[config.mk]
export PLATFORM = sky130hd
export DESIGN_NAME = marie_sequencer
export DESIGN_NICKNAME = d
export VERILOG_FILES = /design/src/rtl/marie_sequencer.sv
export SDC_FILE = /design/constraint.sdc
export NUM_CORES = 1
export LEC_CHECK = 0
export BUFFER_PORTS_ARGS = -buffer_cell sky130_fd_sc_hd__buf_4
export CORE_AREA = 2 2 152 80
export DETAILED_ROUTE_END_ITERATION = 8
export DIE_AREA = 0 0 154 82
export HOLD_SLACK_MARGIN = 0.02
export SLEW_MARGIN = 20
export SYNTH_ARGS = -nofsm -noshare
export SYNTH_HDL_FRONTEND = slang
export SYNTH_SLANG_ARGS = --single-unit
export TNS_END_PERCENT = 5
[constraint.sdc]
create_clock -name clock -period 4.1 [get_ports clock]
set_input_delay 0.41 -clock clock [delete_from_list [all_inputs] [get_ports clock]]
set_output_delay 0.41 -clock clock [all_outputs]
set_load 0.02 [all_outputs]
[src/rtl/marie_sequencer.sv]
// Multicycle fetch/decode/execute sequencer for the 16-bit MARIE accumulator machine.
// Owns PC/IR/MBR/AC, talks to memory over a req/ack port and to an external combinational ALU.
module marie_sequencer #(
  parameter int          ADDR_W   = 12,
  parameter int          DATA_W   = 16,
  parameter int unsigned RESET_PC = 0
) (
  input  logic              clock,
  input  logic              reset,
  input  logic              run,
  output logic              mem_req,
  output logic              mem_we,
  output logic [ADDR_W-1:0] mem_addr,
  output logic [DATA_W-1:0] mem_wdata,
  input  logic [DATA_W-1:0] mem_rdata,
  input  logic              mem_ack,
  output logic [3:0]        alu_opcode,
  output logic [DATA_W-1:0] alu_operand1,
  output logic [DATA_W-1:0] alu_operand2,
  input  logic [DATA_W-1:0] alu_result,
  output logic [DATA_W-1:0] out_data,
  output logic              out_valid,
  output logic              halted,
  output logic              illegal,
  output logic [ADDR_W-1:0] pc_out,
  output logic [DATA_W-1:0] acc_out
);

  // state  | meaning
  // FETCH  | request instruction at PC (only once run=1), load IR, PC+1
  // DECODE | single-cycle dispatch on IR opcode
  // MEM    | operand read (LOAD/ADD/SUBT) or AC write (STORE) at IR address
  // ALU    | AC <= alu_result for ADD/SUBT
  // HALT   | absorbing until reset
  typedef enum logic [2:0] {
    S_FETCH  = 3'd0,
    S_DECODE = 3'd1,
    S_MEM    = 3'd2,
    S_ALU    = 3'd3,
    S_HALT   = 3'd4
  } state_t;

  localparam logic [3:0] OP_LOAD   = 4'h1;
  localparam logic [3:0] OP_STORE  = 4'h2;
  localparam logic [3:0] OP_ADD    = 4'h3;
  localparam logic [3:0] OP_SUBT   = 4'h4;
  localparam logic [3:0] OP_OUTPUT = 4'h6;
  localparam logic [3:0] OP_HALT   = 4'h7;
  localparam logic [3:0] OP_SKIP   = 4'h8;
  localparam logic [3:0] OP_JUMP   = 4'h9;
  localparam logic [3:0] OP_CLEAR  = 4'hA;

  state_t            state;
  logic              req;
  logic [ADDR_W-1:0] pc;
  logic [DATA_W-1:0] ir;
  logic [DATA_W-1:0] mbr;
  logic [DATA_W-1:0] ac;
  logic [3:0]        op;
  logic [ADDR_W-1:0] x;
  logic              skip;

  assign op = ir[DATA_W-1 -: 4];
  assign x  = ir[ADDR_W-1:0];

  always_comb begin
    skip = 1'b0;
    case (ir[11:10])
      2'b00:   skip = ac[DATA_W-1];
      2'b01:   skip = (ac == '0);
      2'b10:   skip = !ac[DATA_W-1] && (ac != '0);
      default: skip = 1'b0;
    endcase
  end

  // req is registered and pre-decided on entry to FETCH/MEM so the memory port is Moore
  // and a zero-wait memory can ack in the first cycle of each state.
  always_ff @(posedge clock or posedge reset) begin
    if (reset) begin
      state     <= S_FETCH;
      req       <= 1'b0;
      pc        <= ADDR_W'(RESET_PC);
      ir        <= '0;
      mbr       <= '0;
      ac        <= '0;
      out_data  <= '0;
      out_valid <= 1'b0;
      halted    <= 1'b0;
      illegal   <= 1'b0;
    end else begin
      out_valid <= 1'b0;
      case (state)
        S_FETCH: begin
          if (!req) begin
            req <= run;
          end else if (mem_ack) begin
            ir    <= mem_rdata;
            pc    <= pc + ADDR_W'(1);
            req   <= 1'b0;
            state <= S_DECODE;
          end
        end
        S_DECODE: begin
          case (op)
            OP_LOAD, OP_STORE, OP_ADD, OP_SUBT: begin
              req   <= 1'b1;
              state <= S_MEM;
            end
            OP_OUTPUT: begin
              out_data  <= ac;
              out_valid <= 1'b1;
              req       <= run;
              state     <= S_FETCH;
            end
            OP_HALT: begin
              halted <= 1'b1;
              state  <= S_HALT;
            end
            OP_SKIP: begin
              if (skip) pc <= pc + ADDR_W'(1);
              req   <= run;
              state <= S_FETCH;
            end
            OP_JUMP: begin
              pc    <= x;
              req   <= run;
              state <= S_FETCH;
            end
            OP_CLEAR: begin
              ac    <= '0;
              req   <= run;
              state <= S_FETCH;
            end
            default: begin
              illegal <= 1'b1;
              halted  <= 1'b1;
              state   <= S_HALT;
            end
          endcase
        end
        S_MEM: begin
          if (mem_ack) begin
            case (op)
              OP_LOAD: begin
                ac    <= mem_rdata;
                req   <= run;
                state <= S_FETCH;
              end
              OP_STORE: begin
                req   <= run;
                state <= S_FETCH;
              end
              default: begin
                mbr   <= mem_rdata;
                req   <= 1'b0;
                state <= S_ALU;
              end
            endcase
          end
        end
        S_ALU: begin
          ac    <= alu_result;
          req   <= run;
          state <= S_FETCH;
        end
        S_HALT: begin
          req <= 1'b0;
        end
        default: begin
          req   <= 1'b0;
          state <= S_HALT;
        end
      endcase
    end
  end

  assign mem_req      = req;
  assign mem_addr     = (state == S_MEM) ? x : pc;
  assign mem_we       = req && (state == S_MEM) && (op == OP_STORE);
  assign mem_wdata    = ac;
  assign alu_opcode   = ((state == S_ALU) && (op == OP_SUBT)) ? 4'b0001 : 4'b0000;
  assign alu_operand1 = ac;
  assign alu_operand2 = mbr;
  assign pc_out       = pc;
  assign acc_out      = ac;

endmodule
==> results of run 1 <==
==> layout make-up <==
cell class / instances / area (µm²)
sequential: 83 / 2080
fill: 1078 / 5750
clock inverter: 5 / 30.0
timing repair buffer: 150 / 1130
inverter: 5 / 21.3
multi-input combinational: 279 / 1960
clock buffer: 11 / 233
tap: 150 / 188
==> how the worst min path moves through the flow <==
stage	from	endpoint	slack, ps	depth (start not counted)
finish	reset	alu_operand2[5]	200	2
global route	reset	alu_operand2[5]	250	2
CTS	mem_rdata[1]	ir[1]	280	3
detailed placement	halted	halted	480	1
global placement	halted	halted	460	1
floorplan	ir[3]	ir[3]	460	2
==> layer usage <==
layer | global-route usage (%) | routed length, µm | up-vias
li1 | - | - | 1704
met1 | 31.1 | 6440 | 1798
met2 | 29.0 | 5320 | 155
met3 | 6.07 | 1020 | 11
met4 | 4.58 | 93 | 0
met5 | 0 | 0 | -
==> cells by family (layout without fill, tap and decap cells) <==
| group | after synthesis | count (layout) | share of synthesized area (%) |
|---|---|---|---|
| multiplexers | 63 | 63 | 16.0 |
| XOR/XNOR | 2 | 2 | 0.396 |
| AND/OR/NAND/NOR | 132 | 132 | 14.6 |
| flip-flops | 83 | 83 | 47.0 |
| AO/OA/AOI/OAI | 78 | 78 | 12.7 |
| other | 1 | 3 | 0.0848 |
| adder cells (fa/ha/maj) | 1 | 1 | 0.283 |
| buffers and inverters | 62 | 171 | 9.00 |
==> stage by stage <==
stage / cell area, µm² / hold slack, ps / setup WS (ps) / std cells / utilization (%)
floorplan: 4430 / 457 / 1550 / 424 / -
global placement: 5370 / 459 / 1440 / 667 / 47.2
detailed placement: 5370 / 483 / 1360 / 667 / 47.2
CTS: 5630 / 276 / 1150 / 683 / 49.5
global route: 5630 / 254 / 1010 / 683 / 49.5
finish: 5630 / 199 / 1120 / 683 / 49.5
==> critical path, cell delays in order (launching register included) <==
cell and delay [ps]:
sky130_fd_sc_hd__dfrtp_1 560, sky130_fd_sc_hd__nor3b_4 680, sky130_fd_sc_hd__buf_4 410, sky130_fd_sc_hd__mux2_2 400, sky130_fd_sc_hd__buf_4 160
==> power by group <==
part	switching (W)	leakage (nW)	total [W]	internal, W
clock network	0.000326	0.125	0.000733	0.000407
logic	0.00105	1.58	0.00188	0.000830
registers	0.000380	1.08	0.00147	0.00109
==> synth_stat cells (all sizes together), types with 2 or more instances <==
cell | instances | area (µm²)
clkbuf | 11 | 41.3
a211oi | 2 | 15.0
inv | 5 | 18.8
o221ai | 2 | 17.5
buf | 46 | 338
or3 | 2 | 12.5
nor3 | 10 | 55.1
nand2b | 5 | 31.3
a22o | 16 | 140
o22ai | 7 | 43.8
nor2 | 11 | 41.3
mux2 | 61 | 687
mux2i | 2 | 20.0
a32oi | 2 | 17.5
dfrtp | 83 | 2080
a31o | 4 | 35.0
o21bai | 3 | 22.5
nor4 | 7 | 43.8
nor3b | 2 | 20.0
and4 | 4 | 35.0
a21oi | 15 | 78.8
nor2b | 4 | 25.0
nand2 | 63 | 236
o21ai | 13 | 76.3
nand3 | 13 | 65.1
and2 | 3 | 18.8
and3 | 3 | 18.8
a22oi | 3 | 22.5
==> state kept, by name, indices dropped and copies added (netlist names) <==
| signal | flops |
|---|---|
| state | 3 |
| acc_out | 16 |
| pc_out | 12 |
| ir | 16 |
| out_data | 16 |
| mem_req | 1 |
| illegal | 1 |
| halted | 1 |
| alu_operand2 | 16 |
| out_valid | 1 |
==> reports/metrics.csv, run 1 <==
stage,metric,value,unit
setup_path,startpoint,state[1],
floorplanning,row_count,28,
min_path,hold_path_class,in -> async,
setup_path,worst-endpoint-required,3690,ps
sta,slew_viol_final,0,
sta,grt_setup_unrepaired,no,
global_route,first_global_vias,3466,
placed_design,port_buffers,145,
floorplanning,die_width,154,µm
power,p_leak,2.79,nW
clock_tree,clock_tree.root_cell,sky130_fd_sc_hd__clkbuf_16,
clock_tree,cts.sink_count,83,
setup_path,endpoint,mem_addr[5],
sta,timing.final.hold_violations,0,
floorplanning,floorplan.initialDensity,38.8,%
clock_tree,cts.hold.buffers_added,0,
sta,tightestPinTransition,1040,ps
global_route,grt_first_pass_wirelength,19.8,mm
floorplanning,io-pin-count,149,
floorplanning,floorplan.die_area,12600,µm²
sta,timing.final.crit_period,2980,ps
drt,detail_route.wirelength,12.9,mm
synthesis,number_of_flops_mapped_to_enable_cells_by_yosys,0,
setup_path,cp.arrival,2570,ps
synthesis,async_reset_ff_share,100,%
synthesis,yosysSeqAreaShare,47.0,%
final_layout,highest_count_cells_in_the_layout_ignoring_fill_and_taps,"150 x sky130_fd_sc_hd__buf_4, 83 x sky130_fd_sc_hd__dfrtp_1, 63 x sky130_fd_sc_hd__nand2_1",
setup_path,regToRegEndpoint,alu_operand2[1],
setup_path,worst-r2r-setup-slack,1290,ps
power,power_after_layout,0.00408,W
drt,vias_per_cell,5.37,
clock_tree,htree_levels,3,
synthesis,synth_flop_cell,sky130_fd_sc_hd__dfrtp_1,
run,maxCapViolCount,0,
sta,fin_worst_skew,6.86,ps
setup_path,reg2regPathDepth,3,
final_layout,final_layout_size_suffix_gt1_share,43.7,%
clock_tree,postCtsSetupRepairBufs,0,
setup_path,critical_path.endpoint_type,output port,
clock_tree,clk_pin_slew_worst_paths,60,ps
outcome,outcome,completed,
setup_path,timing_worst_setup_path_type,reg -> out,
final_layout,layout-area-overhead-vs-synth,27.5,%
power,ir_drop,0.323,mV
synthesis,synth_seq_cells,83,
final_layout,finish.net_count,565,
global_route,grt_remaining_overflow,0,
placed_design,place_hpwl,9.38,mm
drt,route.detailed.drc,0,
floorplanning,chipHeight,82,µm
global_route,grt_antenna_before_repair,0,
final_layout,final_common_cell,sky130_fd_sc_hd__buf_4,
synthesis,cells_after_synth,422,
drt,dr.pass1.iters,5,
sta,max-slew-margin-rel,30.7,%
synthesis,post_synth_instance_area,4420,µm²
clock_tree,cts_max_path_buffers,2,
global_route,grt_use_total,20.7,%
clock_tree,cts-resized-gates,0,
placed_design,gp_routability_congestion,0.867,
synthesis,synth.avg_cell_area,10.5,µm²
sta,setup-violations-final,0,
setup_path,critPathLaunchType,register,
sta,timing.setup.tns,0,ps
setup_path,r2r_start,state[1],
clock_tree,clock_latency_late_sink,340,ps
power,power.density,724,nW/µm²
synthesis,synth.yosys.warnings,0,
drt,vias,3668,
sta,max_clock_freq,0.336,GHz
clock_tree,tritoncts,yes,
global_route,grt_start_max_net_pins,58,
drt,drt-initial-drc-count,299,
floorplanning,floorplan.core_area,11400,µm²
drt,detail-route-antenna-nets,0,
synthesis,yosys.cell_types.count,58,
setup_path,maximum_net_fanout_on_the_critical_path,21,
clock_tree,cts-buffers-inserted,9,
sta,final.period_utilization,72.6,%
drt,routed_wire_length_per_instance,18.9,µm
final_layout,antenna-diode-count,0,
No activity file was read; power rests on OpenSTA's default activity.
==> inputs of run 2 (changes only) <==
Clock period 4.1 ns to 2.9 ns, I/O delays scaled along.
==> reports/metrics.csv, run 2 (synthesis gave the netlist of run 1 again) <==
stage,metric,value,unit,change
outcome,outcome,completed,,
sta,max-slew-margin-rel,51.0,%,+20 points
power,power.density,1040,nW/µm²,+44%
clock_tree,postCtsSetupRepairBufs,0,,unchanged
power,netSwitchingPower,0.00249,W,+42%
drt,vias_per_cell,5.32,,-0.96%
final_layout,final_layout_size_suffix_gt1_share,44.6,%,+0.91 points
drt,detail_route.wirelength,12.4,mm,-3.5%
setup_path,worst-endpoint-required,2610,ps,-1080 ps
global_route,grt_remaining_overflow,0,,unchanged
floorplanning,die_width,154,µm,unchanged
placed_design,pre_cts_ws,439,ps,-919 ps
power,power.sequential.fraction,34.0,%,-2.0 points
final_layout,finish.net_count,572,,+1.2%
setup_path,worst-r2r-setup-slack,390,ps,-900 ps
run,maxCapViolCount,0,,unchanged
clock_tree,cts-resized-gates,0,,unchanged
sta,tightestPinTransition,730,ps,-307 ps
global_route,grt_use_total,19.9,%,-0.83 points
power,ir_drop,0.452,mV,+40%
final_layout,final_common_cell,sky130_fd_sc_hd__buf_4,,
sta,slew_viol_final,0,,unchanged
clock_tree,tritoncts,yes,,
placed_design,place_hpwl,9.10,mm,-2.9%
power,p_comb_share,45.6,%,-0.4 points
clock_tree,cts.hold.buffers_added,0,,unchanged
setup_path,regToRegEndpoint,pc_out[8],,
sta,setup-violations-final,0,,unchanged
setup_path,maximum_net_fanout_on_the_critical_path,20,,-4.8%
setup_path,path_delay_family,flip-flops,,
clock_tree,clock_latency_late_sink,330,ps,about the same
setup_path,timing.critical_path.cells,"nor3b_4, buf_4, mux2_2, buf_4",,
setup_path,critical_path.n_buffers_inverters,2,,unchanged
setup_path,critical_path.endpoint_type,output port,,
sta,max_clock_freq,0.390,GHz,
setup_path,cp.arrival,2270,ps,-300 ps
floorplanning,io-pin-count,149,,unchanged
placed_design,gp_routability_congestion,0.842,,-2.9%
sta,timing.final.hold_violations,0,,unchanged
global_route,grt_start_max_net_pins,84,,+45%
final_layout,antenna-diode-count,0,,unchanged
clock_tree,cts_max_path_buffers,2,,unchanged
global_route,grt_first_pass_wirelength,19.3,mm,-2.8%
global_route,first_global_vias,3432,,-0.98%
setup_path,reg2regPathDepth,5,,+2
floorplanning,floorplan.core_area,11400,µm²,unchanged
drt,vias,3670,,+0.055%
clock_tree,clock_tree.root_cell,sky130_fd_sc_hd__clkbuf_16,,
sta,final.period_utilization,88.4,%,
floorplanning,floorplan.initialDensity,38.8,%,unchanged
setup_path,startpoint,state[1],,
drt,detail-route-antenna-nets,0,,unchanged
floorplanning,row_count,28,,unchanged
clock_tree,clk_pin_slew_worst_paths,60,ps,about the same
setup_path,r2r_start,acc_out[12],,
floorplanning,floorplan.die_area,12600,µm²,unchanged
sta,postLayoutSetupSlackWorst,338,ps,-787 ps
floorplanning,chipHeight,82,µm,unchanged
power,clock_power_share,20.4,%,+2.4 points
drt,dr.pass1.iters,5,,unchanged
power,p_leak,2.86,nW,+2.4%
drt,drt-initial-drc-count,201,,-33%
setup_path,crit_slowest_cell,sky130_fd_sc_hd__dfrtp_1,,
sta,fin_worst_skew,6.59,ps,-0.266 ps
clock_tree,htree_levels,3,,unchanged
final_layout,layout-area-overhead-vs-synth,30.2,%,
global_route,grt_antenna_before_repair,0,,unchanged
final_layout,fillerInstances,1044,,-3.2%
drt,route.detailed.drc,0,,unchanged
setup_path,critPathLaunchType,register,,
power,switching_share,41.4,%,-1.6 points
clock_tree,cts.sink_count,83,,unchanged
setup_path,timing_worst_setup_path_type,reg -> out,,
drt,routed_wire_length_per_instance,18.0,µm,-4.5%
setup_path,cpPeakStageDelay,530,ps,-150 ps
sta,timing.final.crit_period,2560,ps,
sta,grt_setup_unrepaired,no,,
min_path,hold_path_class,in -> async,,
clock_tree,cts-buffers-inserted,9,,unchanged
setup_path,critical_path.most_common_cell,sky130_fd_sc_hd__buf_4,,
sta,timing.setup.tns,0,ps,unchanged
power,p_int,0.00352,W,+51%
final_layout,highest_count_cells_in_the_layout_ignoring_fill_and_taps,"156 x sky130_fd_sc_hd__buf_4, 83 x sky130_fd_sc_hd__dfrtp_1, 63 x sky130_fd_sc_hd__nand2_1",,
placed_design,port_buffers,145,,unchanged
## run 2: cell type report
type | count | area (µm²) | share of cell area [%]
clock inverters | 6 | 90.1 | 1.57
flip-flops and latches | 83 | 2080 | 36.1
multi-input cells | 279 | 1960 | 34.1
clock buffers | 10 | 229 | 3.98
well taps | 150 | 188 | 3.26
repair buffers | 157 | 1190 | 20.7
inverters | 5 | 20.0 | 0.348
## run 2: worst max-delay path by stage
stage	end	slack, ps	cells after the start
5_1_grt	mem_addr[5]	240	4
6_report	mem_addr[5]	340	4
3_5_place_dp	pc_out[8]	440	5
4_1_cts	mem_addr[5]	340	4
3_3_place_gp	pc_out[11]	450	5
2_1_floorplan	acc_out[0]	470	1
## run 2: worst min-delay path: stages
cell                       delay, ps
sky130_fd_sc_hd__buf_4           110
sky130_fd_sc_hd__clkinv_2         50
sky130_fd_sc_hd__buf_12          370
## run 2: power groups by stage
stage	sequential [W]	combinational (W)	clock, W
finish	0.00204	0.00273	0.00122
detailed placement	0.00205	0.00273	0
floorplan	0.00218	0.00159	0
CTS	0.00204	0.00274	0.00126
global placement	0.00203	0.00272	0
global route	0.00212	0.00293	0.00132
## run 2: stage by stage
step                cell area (µm²)  hold slack (ps)  total power, W  instances  util, %
finish                         5750             57.0         0.00600        690     50.5
global route                   5750             84.6         0.00637        690     50.5
CTS                            5750             67.4         0.00604        690     50.5
detailed placement             5440              432         0.00479        674     47.7
global placement               5440              430         0.00475        674     47.7
floorplan                      4430              395         0.00377        424        -
## run 2: layer usage
metal	share of wire (%)	global-route usage, %
met5	0	0
met3	7.2	6.33
met4	0.64	4.11
met2	42	28.1
met1	50	29.4
==> inputs of run 3 (changes only) <==
Settings changed: CORE_AREA 2 2 152 80 to 2 2 114 105, DIE_AREA 0 0 154 82 to 0 0 116 107, PLACE_DENSITY set to 0.65.
==> reports/metrics.csv, run 3 (synthesis gave the netlist of run 1 again) <==
stage,metric,value,unit,change
global_route,first_global_vias,3454,,+0.64%
setup_path,timing.critical_path.cells,"nor4_1, and4_1, mux2_2, a21oi_1, o22ai_1",,
floorplanning,floorplan.die_area,12400,µm²,-1.7%
clock_tree,clock_tree.root_cell,sky130_fd_sc_hd__clkbuf_16,,
run,maxCapViolCount,0,,unchanged
final_layout,final_util,51.6,%,+1.0 points
sta,timing.final.hold_violations,0,,unchanged
power,p_leak,2.86,nW,+0.16%
clock_tree,htree_levels,3,,unchanged
clock_tree,cts-buffers-inserted,9,,unchanged
global_route,grt_antenna_before_repair,0,,unchanged
drt,vias_per_cell,5.22,,-1.9%
sta,tightestPinTransition,925,ps,+195 ps
power,ir_drop,0.548,mV,+21%
sta,fin_worst_skew,6.22,ps,-0.371 ps
floorplanning,floorplan.initialDensity,39.5,%,+0.63 points
setup_path,path_delay_family,simple AND/OR/NAND/NOR gates,,
drt,dr.pass1.iters,4,,-1
power,switching_share,41.0,%,-0.46 points
placed_design,place_hpwl,8.64,mm,-5.1%
sta,max-slew-margin-rel,38.3,%,-13 points
sta,setup-violations-final,0,,unchanged
floorplanning,chipHeight,107,µm,+30%
setup_path,critPathLaunchType,register,,
power,p_int,0.00356,W,+1.3%
placed_design,placed_cell_area,5440,µm²,+0.14%
sta,slew_viol_final,0,,unchanged
clock_tree,cts_max_path_buffers,2,,unchanged
setup_path,maximum_net_fanout_on_the_critical_path,6,,-70%
global_route,grt_start_max_net_pins,51,,-39%
setup_path,crit_slowest_cell,sky130_fd_sc_hd__nor4_1,,
power,power.sequential.fraction,34.2,%,+0.2 points
clock_tree,postCtsSetupRepairBufs,0,,unchanged
drt,route.detailed.drc,0,,unchanged
sta,final.period_utilization,86.4,%,-1.9 points
floorplanning,io-pin-count,149,,unchanged
setup_path,critical_path.n_buffers_inverters,0,,-2
global_route,grt_first_pass_wirelength,18.7,mm,-3.2%
clock_tree,cts.sink_count,83,,unchanged
sta,grt_setup_unrepaired,no,,
drt,detail_route.wirelength,12.0,mm,-3.5%
placed_design,port_buffers,145,,unchanged
clock_tree,cts-resized-gates,0,,unchanged
sta,max_clock_freq,0.399,GHz,+2.2%
setup_path,timing_worst_setup_path_type,reg -> reg,,
final_layout,final_layout_size_suffix_gt1_share,44.8,%,+0.19 points
power,p_comb_share,44.5,%,-1.1 points
setup_path,regToRegEndpoint,pc_out[8],,
global_route,grt_use_total,19.5,%,-0.35 points
power,clock_power_share,21.3,%,+0.9 points
setup_path,critical_path.endpoint_type,register,,
clock_tree,tritoncts,yes,,
min_path,hold_path_class,in -> async,,
final_layout,antenna-diode-count,0,,unchanged
floorplanning,die_width,116,µm,-25%
sta,timing.final.crit_period,2510,ps,-56.3 ps
sta,timing.setup.tns,0,ps,unchanged
setup_path,cp.arrival,2700,ps,+430 ps
power,netSwitchingPower,0.00247,W,-0.65%
final_layout,highest_count_cells_in_the_layout_ignoring_fill_and_taps,"156 x sky130_fd_sc_hd__buf_4, 83 x sky130_fd_sc_hd__dfrtp_1, 63 x sky130_fd_sc_hd__nand2_1",,
final_layout,final_common_cell,sky130_fd_sc_hd__buf_4,,
drt,drt-initial-drc-count,221,,+10%
power,power.density,1040,nW/µm²,about the same
outcome,outcome,completed,,
placed_design,gp_routability_congestion,0.860,,+2.1%
setup_path,r2r_start,acc_out[13],,
drt,detail-route-antenna-nets,0,,unchanged
global_route,grt_remaining_overflow,0,,unchanged
clock_tree,clk_pin_slew_worst_paths,70,ps,about the same
final_layout,design_area,5780,µm²,+0.43%
clock_tree,cts.hold.buffers_added,0,,unchanged
setup_path,reg2regPathDepth,5,,unchanged
floorplanning,row_count,37,,+32%
setup_path,worst-r2r-setup-slack,390,ps,about the same
drt,routed_wire_length_per_instance,17.2,µm,-4.3%
drt,vias,3633,,-1.0%
floorplanning,floorplan.core_area,11200,µm²,-1.6%
final_layout,finish.net_count,572,,unchanged
setup_path,cpPeakStageDelay,500,ps,-30 ps
final_layout,layout-area-overhead-vs-synth,30.7,%,
setup_path,worst-endpoint-required,3100,ps,+490 ps
clock_tree,clock_latency_late_sink,340,ps,about the same
run 3: layer usage:
metal	routed length (µm)	GRT usage, %
met5	0	0
met4	157	5.44
met3	898	6.56
met2	5590	29.7
met1	5350	26.5
run 3: layout make-up:
type | count | area, µm²
fill | 1085 | 5420
sequential | 83 | 2080
multi-input combinational | 279 | 1960
timing repair buffer | 157 | 1190
clock buffer | 11 | 253
tap | 156 | 195
clock inverter | 5 | 83.8
inverter | 5 | 20.0
run 3: worst register-to-register path: stages, from the launching register on:
cell,delay [ps]
sky130_fd_sc_hd__dfrtp_1,440
sky130_fd_sc_hd__nor4_1,510
sky130_fd_sc_hd__and4_1,340
sky130_fd_sc_hd__mux2_2,410
sky130_fd_sc_hd__a21oi_1,480
sky130_fd_sc_hd__o22ai_1,190
run 3: how the worst max path moves through the flow:
| stage | depth (start not counted) | slack, ps | startpoint | endpoint |
|---|---|---|---|---|
| 2_1_floorplan | 1 | 470 | reset | acc_out[0] |
| 3_3_place_gp | 5 | 520 | acc_out[12] | pc_out[9] |
| 3_5_place_dp | 5 | 420 | acc_out[12] | pc_out[0] |
| 4_1_cts | 5 | 410 | acc_out[12] | pc_out[8] |
| 5_1_grt | 5 | 250 | acc_out[12] | pc_out[8] |
| 6_report | 5 | 390 | acc_out[13] | pc_out[8] |
run 3: through the flow:
stage / hold slack [ps] / setup slack (ps) / total power, W / instances
floorplan: 395 / 473 / 0.00377 / 424
global placement: 454 / 521 / 0.00471 / 680
detailed placement: 457 / 419 / 0.00476 / 680
CTS: 153 / 406 / 0.00607 / 696
global route: 176 / 255 / 0.00638 / 696
finish: 127 / 394 / 0.00603 / 696
run 3: power by group through the flow:
stage          Combinational (W)  Clock [W]  Sequential, W
2_1_floorplan            0.00159          0        0.00218
3_3_place_gp             0.00266          0        0.00205
3_5_place_dp             0.00269          0        0.00207
4_1_cts                  0.00270    0.00131        0.00206
5_1_grt                  0.00289    0.00136        0.00213
6_report                 0.00268    0.00129        0.00206
